File: src/rtl/scan_seq_ctrl_pkg.sv
// Shared definitions for the scan_seq_ctrl scan-chain sequencer.
// The state encodings are exposed as localparams so that observers outside
// the RTL can identify FSM states without depending on enum literal names.
package scan_seq_pkg;

    localparam int SCAN_SEQ_STATES  = 5;
    localparam int SCAN_SEQ_STATE_W = 3;

    localparam logic [SCAN_SEQ_STATE_W-1:0] SCAN_SEQ_ENC_IDLE      = 3'd0;
    localparam logic [SCAN_SEQ_STATE_W-1:0] SCAN_SEQ_ENC_SHIFT_IN  = 3'd1;
    localparam logic [SCAN_SEQ_STATE_W-1:0] SCAN_SEQ_ENC_CAPTURE   = 3'd2;
    localparam logic [SCAN_SEQ_STATE_W-1:0] SCAN_SEQ_ENC_SHIFT_OUT = 3'd3;
    localparam logic [SCAN_SEQ_STATE_W-1:0] SCAN_SEQ_ENC_DONE      = 3'd4;

    typedef enum logic [SCAN_SEQ_STATE_W-1:0] {
        IDLE      = SCAN_SEQ_ENC_IDLE,
        SHIFT_IN  = SCAN_SEQ_ENC_SHIFT_IN,
        CAPTURE   = SCAN_SEQ_ENC_CAPTURE,
        SHIFT_OUT = SCAN_SEQ_ENC_SHIFT_OUT,
        DONE      = SCAN_SEQ_ENC_DONE
    } scan_seq_state_t;

    // Cycles from the start-sampling edge to the cycle in which done is high.
    function automatic int unsigned scan_seq_latency(input int unsigned chain_len);
        return 2 * chain_len + 2;
    endfunction

endpackage

File: src/rtl/scan_seq_ctrl_if.sv
// Handshake and scan-pin bundle between the test-access side (master) and
// the scan_seq_ctrl sequencer (slave).
interface scan_seq_ctrl_if #(
    parameter int CHAIN_LEN = 8
);
    logic                 start;
    logic [CHAIN_LEN-1:0] pattern_in;
    logic [CHAIN_LEN-1:0] expect_in;
    logic                 scan_out;
    logic                 scan_en;
    logic                 scan_in;
    logic                 busy;
    logic                 done;
    logic [CHAIN_LEN-1:0] response_out;
    logic                 pass;

    modport master (
        output start, pattern_in, expect_in, scan_out,
        input  scan_en, scan_in, busy, done, response_out, pass
    );

    modport slave (
        input  start, pattern_in, expect_in, scan_out,
        output scan_en, scan_in, busy, done, response_out, pass
    );
endinterface

File: src/rtl/scan_seq_ctrl_shift_cnt.sv
// Loadable down-counter shared by the shift-in and shift-out phases.
// o_tc flags a count of zero; the count saturates there.
module scan_shift_cnt #(
    parameter int CNT_W = 3
) (
    input  logic             clock,
    input  logic             reset_l,
    input  logic             i_load,
    input  logic             i_dec,
    input  logic [CNT_W-1:0] i_load_val,
    output logic [CNT_W-1:0] o_cnt,
    output logic             o_tc
);
    logic [CNT_W-1:0] r_cnt;

    // Load has priority over decrement; hold at zero.
    // NOTE: sequential state uses non-blocking assignments so every flop samples pre-edge values.
    always_ff @(posedge clock or negedge reset_l) begin
        if (!reset_l) begin
            r_cnt <= '0;
        end else if (i_load) begin
            r_cnt <= i_load_val;
        end else if (i_dec && (r_cnt != '0)) begin
            r_cnt <= r_cnt - CNT_W'(1);
        end
    end

    assign o_cnt = r_cnt;
    assign o_tc  = (r_cnt == '0);
endmodule

File: src/rtl/scan_seq_ctrl.sv
// scan_seq_ctrl: loads one pattern into a mux-D scan chain, issues one
// capture cycle, then unloads the response. Optional comparison against an
// expected vector is enabled by defining SCAN_SEQ_CMP_EN; without it pass
// reads 1 outside reset and expect_in is ignored.
module scan_seq_ctrl
    import scan_seq_pkg::*;
#(
    parameter int CHAIN_LEN = 8,
    parameter int CNT_W     = $clog2(CHAIN_LEN)
) (
    input  logic             clock,
    input  logic             reset_l,
    scan_seq_ctrl_if.slave   bus
);
    scan_seq_state_t      r_state;
    logic [CHAIN_LEN-1:0] r_pattern;
    logic [CHAIN_LEN-1:0] r_resp_sh;
    logic [CHAIN_LEN-1:0] r_response_out;
    logic                 r_scan_en;
    logic                 r_scan_in;
    logic                 r_busy;
    logic                 r_done;
    logic                 r_pass;

    logic [CNT_W-1:0]     w_cnt;
    logic                 w_tc;
    logic                 w_cnt_load;
    logic                 w_cnt_dec;
    logic [CHAIN_LEN-1:0] w_resp_next;

`ifdef SCAN_SEQ_CMP_EN
    logic [CHAIN_LEN-1:0] r_expect;
`else
    logic                 w_unused_expect;
    assign w_unused_expect = ^bus.expect_in;
`endif

    // Counter loads at accept and again at capture; it counts down in both shift phases.
    assign w_cnt_load = ((r_state == IDLE) && bus.start) || (r_state == CAPTURE);
    assign w_cnt_dec  = ((r_state == SHIFT_IN) || (r_state == SHIFT_OUT)) && !w_tc;

    scan_shift_cnt #(.CNT_W(CNT_W)) u_shift_cnt (
        .clock      (clock),
        .reset_l    (reset_l),
        .i_load     (w_cnt_load),
        .i_dec      (w_cnt_dec),
        .i_load_val (CNT_W'(CHAIN_LEN - 1)),
        .o_cnt      (w_cnt),
        .o_tc       (w_tc)
    );

    // Response including the bit sampled at this edge, so the final bit is
    // visible to response_out and pass in the same cycle done rises.
    always_comb begin
        // NOTE: assign a full default first so no path leaves the variable unassigned (no latch).
        w_resp_next        = r_resp_sh;
        w_resp_next[w_cnt] = bus.scan_out;
    end

    // Sequencer FSM; every output is a flop so SE/SI never see start combinationally.
    always_ff @(posedge clock or negedge reset_l) begin
        if (!reset_l) begin
            // NOTE: datapath registers are reset as well, so response_out reads 0 after any reset.
            r_state        <= IDLE;
            r_pattern      <= '0;
            r_resp_sh      <= '0;
            r_response_out <= '0;
            r_scan_en      <= 1'b0;
            r_scan_in      <= 1'b0;
            r_busy         <= 1'b0;
            r_done         <= 1'b0;
            r_pass         <= 1'b0;
`ifdef SCAN_SEQ_CMP_EN
            r_expect       <= '0;
`endif
        end else begin
            r_done <= 1'b0;
`ifndef SCAN_SEQ_CMP_EN
            r_pass <= 1'b1;
`endif
            case (r_state)
                IDLE: begin
                    r_scan_en <= 1'b0;
                    r_scan_in <= 1'b0;
                    if (bus.start) begin
                        r_pattern <= bus.pattern_in;
`ifdef SCAN_SEQ_CMP_EN
                        r_expect  <= bus.expect_in;
`endif
                        r_scan_en <= 1'b1;
                        r_scan_in <= bus.pattern_in[CHAIN_LEN-1];
                        r_busy    <= 1'b1;
                        r_state   <= SHIFT_IN;
                    end
                end
                SHIFT_IN: begin
                    if (w_tc) begin
                        r_scan_en <= 1'b0;
                        r_scan_in <= 1'b0;
                        r_state   <= CAPTURE;
                    end else begin
                        r_scan_in <= r_pattern[w_cnt - CNT_W'(1)];
                    end
                end
                CAPTURE: begin
                    r_scan_en <= 1'b1;
                    r_scan_in <= 1'b0;
                    r_state   <= SHIFT_OUT;
                end
                SHIFT_OUT: begin
                    r_resp_sh <= w_resp_next;
                    if (w_tc) begin
                        r_scan_en      <= 1'b0;
                        r_done         <= 1'b1;
                        r_response_out <= w_resp_next;
`ifdef SCAN_SEQ_CMP_EN
                        r_pass         <= (w_resp_next == r_expect);
`endif
                        r_state        <= DONE;
                    end
                end
                DONE: begin
                    r_busy  <= 1'b0;
                    r_state <= IDLE;
                end
                default: begin
                    r_scan_en <= 1'b0;
                    r_scan_in <= 1'b0;
                    r_busy    <= 1'b0;
                    r_state   <= IDLE;
                end
            endcase
        end
    end

    assign bus.scan_en      = r_scan_en;
    assign bus.scan_in      = r_scan_in;
    assign bus.busy         = r_busy;
    assign bus.done         = r_done;
    assign bus.response_out = r_response_out;
    assign bus.pass         = r_pass;
endmodule

File: src/flat_wrapper.sv
// flat-port wrapper written by rule: the top's interface ports become plain ports
module scan_seq_ctrl_flat import scan_seq_pkg::*;
#(
    parameter int CHAIN_LEN = 8,
    parameter int CNT_W     = $clog2(CHAIN_LEN)
)
  (clock, reset_l, bus_start, bus_pattern_in, bus_expect_in, bus_scan_out, bus_scan_en, bus_scan_in, bus_busy, bus_done, bus_response_out, bus_pass);
  scan_seq_ctrl_if #(.CHAIN_LEN(CHAIN_LEN)) bus_i ();
  input  logic clock;
  input  logic reset_l;
  input wire logic [$bits(bus_i.start)-1:0] bus_start;
  input wire logic [$bits(bus_i.pattern_in)-1:0] bus_pattern_in;
  input wire logic [$bits(bus_i.expect_in)-1:0] bus_expect_in;
  input wire logic [$bits(bus_i.scan_out)-1:0] bus_scan_out;
  output wire logic [$bits(bus_i.scan_en)-1:0] bus_scan_en;
  output wire logic [$bits(bus_i.scan_in)-1:0] bus_scan_in;
  output wire logic [$bits(bus_i.busy)-1:0] bus_busy;
  output wire logic [$bits(bus_i.done)-1:0] bus_done;
  output wire logic [$bits(bus_i.response_out)-1:0] bus_response_out;
  output wire logic [$bits(bus_i.pass)-1:0] bus_pass;
  assign bus_i.start = bus_start;
  assign bus_i.pattern_in = bus_pattern_in;
  assign bus_i.expect_in = bus_expect_in;
  assign bus_i.scan_out = bus_scan_out;
  assign bus_scan_en = bus_i.scan_en;
  assign bus_scan_in = bus_i.scan_in;
  assign bus_busy = bus_i.busy;
  assign bus_done = bus_i.done;
  assign bus_response_out = bus_i.response_out;
  assign bus_pass = bus_i.pass;
  scan_seq_ctrl #(.CHAIN_LEN(CHAIN_LEN), .CNT_W(CNT_W)) u_core (.clock(clock), .reset_l(reset_l), .bus(bus_i));
endmodule
File: config.mk
export PLATFORM = sky130hd
export DESIGN_NAME = scan_seq_ctrl_flat
export DESIGN_NICKNAME = d
export VERILOG_FILES = /design/src/rtl/scan_seq_ctrl_pkg.sv /design/src/rtl/scan_seq_ctrl_if.sv /design/src/rtl/scan_seq_ctrl_shift_cnt.sv /design/src/rtl/scan_seq_ctrl.sv /design/src/flat_wrapper.sv
export SDC_FILE = /design/constraint.sdc
export NUM_CORES = 1
export LEC_CHECK = 0
export ABC_AREA = 1
export CAP_MARGIN = 0
export CORE_ASPECT_RATIO = 1.4
export CORE_UTILIZATION = 30
export DETAILED_ROUTE_END_ITERATION = 6
export SYNTH_ARGS = -nofsm -noshare
export SYNTH_HDL_FRONTEND = slang
export SYNTH_SLANG_ARGS = --single-unit
File: constraint.sdc
create_clock -name clock -period 4.6 [get_ports clock]
set_clock_uncertainty 0.2 [all_clocks]
set_input_delay 1.15 -clock clock [delete_from_list [all_inputs] [get_ports clock]]
set_output_delay 1.15 -clock clock [all_outputs]
set_load 0.03 [all_outputs]
==> results of run 1 <==
[layout by cell type, fill, tap and decap left out, types with 2 or more instances in the layout]
| master | instances |
|---|---|
| ha_1 | 2 |
| o21ai_2 | 2 |
| nand3_1 | 17 |
| clkbuf_1 | 2 |
| nand2_1 | 87 |
| a21oi_1 | 4 |
| clkdlybuf4s50_1 | 24 |
| o21ai_0 | 13 |
| nor2_1 | 7 |
| inv_2 | 4 |
| dfrtp_1 | 35 |
| clkbuf_8 | 5 |
| inv_1 | 9 |
[cell type report]
type	instances	area [um^2]
repair buffers	25	247.7
well taps	66	82.58
clock buffers	7	76.32
inverters	13	48.80
fillers	551	3162
clock inverters	1	5.005
flip-flops and latches	35	875.8
multi-input cells	142	660.6
[flip-flops by register name, indices dropped and copies added (netlist names)]
signal / flops
u_core.bus.scan_en: 1
u_core.r_resp_sh: 8
u_core.bus.done: 1
u_core.bus.response_out: 8
u_core.bus.busy: 1
u_core.bus.pass: 1
u_core.u_shift_cnt.o_cnt: 3
u_core.bus.scan_in: 1
u_core.r_state: 3
u_core.r_pattern: 8
[worst max path at each step]
stage	from	endpoint	slack [ps]	cells after the start
2_1_floorplan	bus_scan_out	u_core.r_resp_sh[4]$_DFFE_PN0P_	2700	4
3_3_place_gp	bus_start	u_core.bus.scan_in$_DFFE_PN0N_	2040	5
3_5_place_dp	bus_start	u_core.bus.scan_in$_DFFE_PN0N_	2020	5
5_1_grt	u_core.bus.response_out[5]$_DFFE_PN0P_	bus_response_out[5]	1870	1
4_1_cts	u_core.bus.scan_en$_DFFE_PN0P_	bus_scan_en	1920	1
6_report	u_core.bus.scan_in$_DFFE_PN0N_	bus_scan_in	1940	1
[power by group through the flow]
stage	clock network, W	logic, W	registers (W)
2_1_floorplan	0	0.000410	0.000615
3_3_place_gp	0	0.000677	0.000541
3_5_place_dp	0	0.000688	0.000546
4_1_cts	0.000223	0.000692	0.000541
5_1_grt	0.000241	0.000768	0.000558
6_report	0.000215	0.000680	0.000540
[metrics by stage]
stage | hold WS, ps | utilization | std cells
2_1_floorplan | 248.7 | - | 193
3_3_place_gp | 261.0 | 0.3713 | 281
3_5_place_dp | 264.6 | 0.3713 | 281
4_1_cts | 282.7 | 0.3871 | 289
5_1_grt | 299.6 | 0.3871 | 289
6_report | 277.6 | 0.3871 | 289
[logic make-up after synthesis]
family / after synthesis
compound gates: 22
xor+xnor: 1
flops: 35
simple gates: 116
other cells: 1
fa+ha+maj: 2
buf+inv: 16
[layer usage]
layer | track usage | share of wire
met1 | 0.1237 | 0.43
met2 | 0.2224 | 0.50
met3 | 0.04253 | 0.038
met4 | 0.08678 | 0.032
met5 | 0 | 0
[worst register-to-register path, cell delays in order (launching register included)]
cell     delay, ps
dfrtp_1        540
inv_2          170
ha_1           390
inv_1           90
nand3_1         70
nand2_1         60
nand2_1         50
nand3_1         80
nand3_1         70
==> results.tsv, run 1 <==
stage	metric	value	unit
route	wire_per_inst	10.61	um
synthesis	synth-seq-cells	35	
power_and_ir_drop	pwr-share-seq	0.376	
power_and_ir_drop	clock_power_share	0.150	
clock_network	clkLatencyLatePin	290	ps
layout	final_cell_area	1997	um^2
synthesis	muxShareOfSynthArea	0	
route	via_count	1284	
setup_path	path_delay_family	buffers and inverters	
route	wirelength	3.066	mm
clock_network	post_cts_resize_count	0	
setup_path	crit_path_end_kind	primary output	
global_route	grt_overflow	0	
power_and_ir_drop	p_leak	0.9961	nW
placement	port_buffers	24	
synthesis	synth_xor_area_frac	0.005452	
synthesis	yosysTopAreaCell	dfrtp_1	
setup_path	worst-path-buf-inv	1	
timing	max_freq	375.8	MHz
setup_path	reg2reg_depth	8	
global_route	grt_start_max_net_pins	36	
synthesis	synthTopCellsByArea	dfrtp_1 55%, nand2_1 20%, nand3_1 5.3%, o21ai_0 4.0%, inv_1 2.1%	
floorplanning	initial_utilization	0.3114	
global_route	grt_pass1_vias	1226	
worst_hold_path	min_from	u_core.bus.response_out[7]$_DFFE_PN0P_	
power_and_ir_drop	finalPower	0.001435	W
timing	report.final.slew_viol_count	0	
synthesis	synth_area	1607	um^2
clock_network	cts_setup_buffers	0	
layout	nNetsFinal	244	
floorplanning	fp-row-count	31	
synthesis	synth_compound_area_frac	0.08022	
setup_path	crit_chain	clkdlybuf4s50_1	
clock_network	clock-root-buffer	clkbuf_8	
route	first_iter_violations	71	
power_and_ir_drop	power_density	718.6	nW/um^2
floorplanning	core-area	5159	um^2
power_and_ir_drop	max-vdd-ir-drop	0.0002160	V
setup_path	slowest_delay	670	ps
timing	setup_viol	0	
clock_network	postCtsHoldBufs	0	
route	final_antenna_net_count	0	
synthesis	synth_cells	193	
floorplanning	die_x	63.85	um
floorplanning	die_h	88.59	um
worst_hold_path	whs_path_depth	2	
synthesis	synth.most_common_cell	nand2_1	
route	dr.pass1.iters	4	
synthesis	synthDistinctLibCells	22	
timing	fin_crit	2661	ps
setup_path	start_kind	flop	
synthesis	synth_common_cells	87 x nand2_1, 35 x dfrtp_1, 17 x nand3_1, 13 x o21ai_0, 9 x inv_1	
setup_path	crit_type	reg2out	
global_route	antenna_found_initial	0	
global_route	grtUsageTotal	0.1257	
clock_network	clockBufferDepth	2	
clock_network	cts.htree.levels	2	
timing	finalHoldViolCount	0	
worst_hold_path	hold-path-endpoint	u_core.bus.response_out[7]$_DFFE_PN0P_	
synthesis	synth_top_family_by_area	simple AND/OR/NAND/NOR gates	
placement	gp_congestion	0.7489	
synthesis	synth_nets	215	
synthesis	synth_flop_cell	dfrtp_1	
global_route	grt_pass1_wl	5.209	mm
flow_run	max_cap_viol_count	0	
clock_network	cts_buffers	5	
synthesis	synth_edf_count	0	
synthesis	synthAdderAreaFrac	0.01558	
setup_path	cp_data_arrival_time	1310	ps
power_and_ir_drop	comb_power_share	0.474	
floorplanning	die-area	5656	um^2
route	drc	0	
synthesis	ys_warn_count	0	
power_and_ir_drop	netSwitchingFraction	0.4377	
setup_path	cp.required	3250	ps
clock_network	clkTransAtPathRegs	70	ps
run_status	outcome	finished, final reports clean	
timing	timing.final.crit_share	0.5784	
synthesis	synth.avg_cell_area	8.324	um^2
placement	place_hpwl	2.157	mm
timing	rsz0062_at_grt	no	
layout	insertedDiodeCount	0	
power_and_ir_drop	p_int	0.0008070	W
clock_network	cts.sinks	35	
route	via_per_inst	4.443	
placement	post_dp_cell_area	1916	um^2
synthesis	async_flop_share	1.000	
setup_path	crit_fanout	2	
power_and_ir_drop	p_sw	0.0006280	W
placement	place_ws	2024	ps
synthesis	synth_seq_area_share	0.5452	
timing	fin_ws	1939	ps
setup_path	r2r-start	u_core.u_shift_cnt.o_cnt[0]$_DFFE_PN0P_	
synthesis	synthSimpleGateAreaFrac	0.3076	
layout	drive_above_1_share	0.08520	
floorplanning	io_pins	33	
clock_network	tritoncts	built	
setup_path	rrSetupSlack	2760	ps
setup_path	slowest_stage	clkdlybuf4s50_1	
layout	areaGrowthSynthToFinish	24.30	%
worst_hold_path	min-delay-path-class	reg2reg	
synthesis	synth.top_cell.area_share	0.5452	
setup_path	rr_endpoint	u_core.bus.scan_in$_DFFE_PN0N_	
timing	fin_setup_tns	0	ps
Note: power is estimated with default switching activity, not from simulation.
==> run 2: changes to the inputs <==
==> constraint.sdc (replaced) <==
create_clock -name clock -period 2.3 [get_ports clock]
set_clock_uncertainty 0.2 [all_clocks]
set_input_delay 0.575 -clock clock [delete_from_list [all_inputs] [get_ports clock]]
set_output_delay 0.575 -clock clock [all_outputs]
set_load 0.03 [all_outputs]
==> run 2 against run 1 <==
Effect of this change:
- first-iteration DRC count shrank 17%
- wire length shrank 3.8%
- die area is the same
- power grew 100%
- flip-flop and latch count is the same
- hold slack gained 1.3 ps
- sequential power grew 100%
- largest power group unchanged
==> results.tsv, run 2 (same netlist as run 1, synthesis figures left out) <==
stage	metric	value	unit
run_status	outcome	finished, final reports clean	
global_route	antenna_found_initial	0	
timing	timing.final.crit_share	0.9055	
floorplanning	die_h	88.59	um
layout	seq_area	875.8	um^2
global_route	grt_pass1_vias	1205	
clock_network	cts.sinks	35	
route	via_per_inst	4.495	
setup_path	path_delay_family	buffers and inverters	
placement	post_dp_cell_area	1916	um^2
power_and_ir_drop	p_leak	1.005	nW
setup_path	crit_fanout	2	
layout	layout_common_cells	87 x nand2_1, 35 x dfrtp_1, 24 x clkdlybuf4s50_1	
route	drc	0	
global_route	grt_overflow	0	
floorplanning	io_pins	33	
layout	final_common_cell	nand2_1	
setup_path	crit_type	reg2out	
timing	fin_setup_tns	0	ps
floorplanning	die_x	63.85	um
global_route	grtUsageTotal	0.1193	
route	wire_per_inst	10.21	um
global_route	grt_pass1_wl	5.126	mm
timing	setup_viol	0	
layout	insertedDiodeCount	0	
clock_network	post_cts_resize_count	0	
route	first_iter_violations	59	
setup_path	start_kind	flop	
placement	port_buffers	24	
global_route	grt_start_max_net_pins	36	
floorplanning	core-area	5159	um^2
setup_path	reg2reg_depth	8	
floorplanning	die-area	5656	um^2
clock_network	clkTransAtPathRegs	70	ps
placement	gp_congestion	0.7483	
layout	multi_input_area	660.6	um^2
clock_network	clock-root-buffer	clkbuf_8	
setup_path	worst-path-buf-inv	1	
setup_path	slowest_delay	670	ps
clock_network	clockBufferDepth	2	
layout	nNetsFinal	244	
setup_path	cp.required	1520	ps
clock_network	cts.htree.levels	2	
setup_path	crit_chain	clkdlybuf4s50_1	
floorplanning	initial_utilization	0.3114	
floorplanning	fp-row-count	31	
layout	fill_cells	530	
layout	drive_above_1_share	0.08969	
clock_network	cts_buffers	5	
worst_hold_path	whs_path_depth	2	
worst_hold_path	min-delay-path-class	reg2reg	
clock_network	clkLatencyLatePin	280	ps
power_and_ir_drop	max-vdd-ir-drop	0.0005508	V
clock_network	tritoncts	built	
clock_network	cts_setup_buffers	0	
power_and_ir_drop	power_density	1449	nW/um^2
clock_network	postCtsHoldBufs	0	
layout	areaGrowthSynthToFinish	25.47	%
setup_path	crit_path_end_kind	primary output	
setup_path	path_depth	1	
timing	max_freq	480.2	MHz
timing	rsz0062_at_grt	no	
layout	final_cell_area	2016	um^2
setup_path	cp_data_arrival_time	1310	ps
route	wirelength	2.950	mm
route	final_antenna_net_count	0	
timing	finalHoldViolCount	0	
route	via_count	1299	
timing	fin_crit	2083	ps
route	dr.pass1.iters	4	
flow_run	max_cap_viol_count	0	
placement	place_hpwl	2.126	mm
timing	report.final.slew_viol_count	0	
setup_path	slowest_stage	clkdlybuf4s50_1	
run 2: changes by cell type in the layout (fill, tap and decap cells not counted), sizes merged:
cell    delta
clkinv     -1
clkbuf     +1
run 2: area by class of cell:
cell class | count | share of cell area
clock buffers | 8 | 0.04966
inverters | 13 | 0.02421
multi-input cells | 142 | 0.3277
flip-flops and latches | 35 | 0.4345
well taps | 66 | 0.04097
repair buffers | 25 | 0.1229
run 2: metrics by stage:
stage / utilization / hold slack (ps) / instances / setup WS (ps) / total power (W)
floorplan: - / 79.41 / 193 / 639.1 / 0.002052
global placement: 0.3713 / 261.4 / 281 / 328.4 / 0.002437
detailed placement: 0.3713 / 265.8 / 281 / 317.4 / 0.002461
CTS: 0.3907 / 284.5 / 289 / 195.3 / 0.002958
global route: 0.3907 / 298.8 / 289 / 165.5 / 0.003187
finish: 0.3907 / 278.9 / 289 / 217.5 / 0.002920
run 2: final timing paths:
path | start | to | slack (ps)
worst max-delay path | u_core.bus.scan_in$_DFFE_PN0N_ | bus_scan_in | 220
worst min register to register | u_core.bus.response_out[3]$_DFFE_PN0P_ | u_core.bus.response_out[3]$_DFFE_PN0P_ | 280
max in group asynchronous | reset_l | u_core.bus.response_out[3]$_DFFE_PN0P_ | 1090
worst min-delay path | u_core.bus.response_out[3]$_DFFE_PN0P_ | u_core.bus.response_out[3]$_DFFE_PN0P_ | 280
worst max register to register | u_core.u_shift_cnt.o_cnt[0]$_DFFE_PN0P_ | u_core.bus.scan_in$_DFFE_PN0N_ | 450
min in group asynchronous | reset_l | u_core.bus.response_out[2]$_DFFE_PN0P_ | 490
run 2: metal layers:
metal | vias to the layer above | global-route usage | share of wire
li1 | 674 | - | -
met1 | 595 | 0.1291 | 0.43
met2 | 26 | 0.2099 | 0.52
met3 | 4 | 0.04381 | 0.040
met4 | 0 | 0.04959 | 0.014
met5 | - | 0 | 0
run 2: power by group:
group          switching (W)  leakage [nW]  total (W)  internal (W)
Sequential          0.000193         0.436    0.00108      0.000882
Combinational       0.000842         0.518    0.00136      0.000519
Clock               0.000211        0.0515   0.000484      0.000273
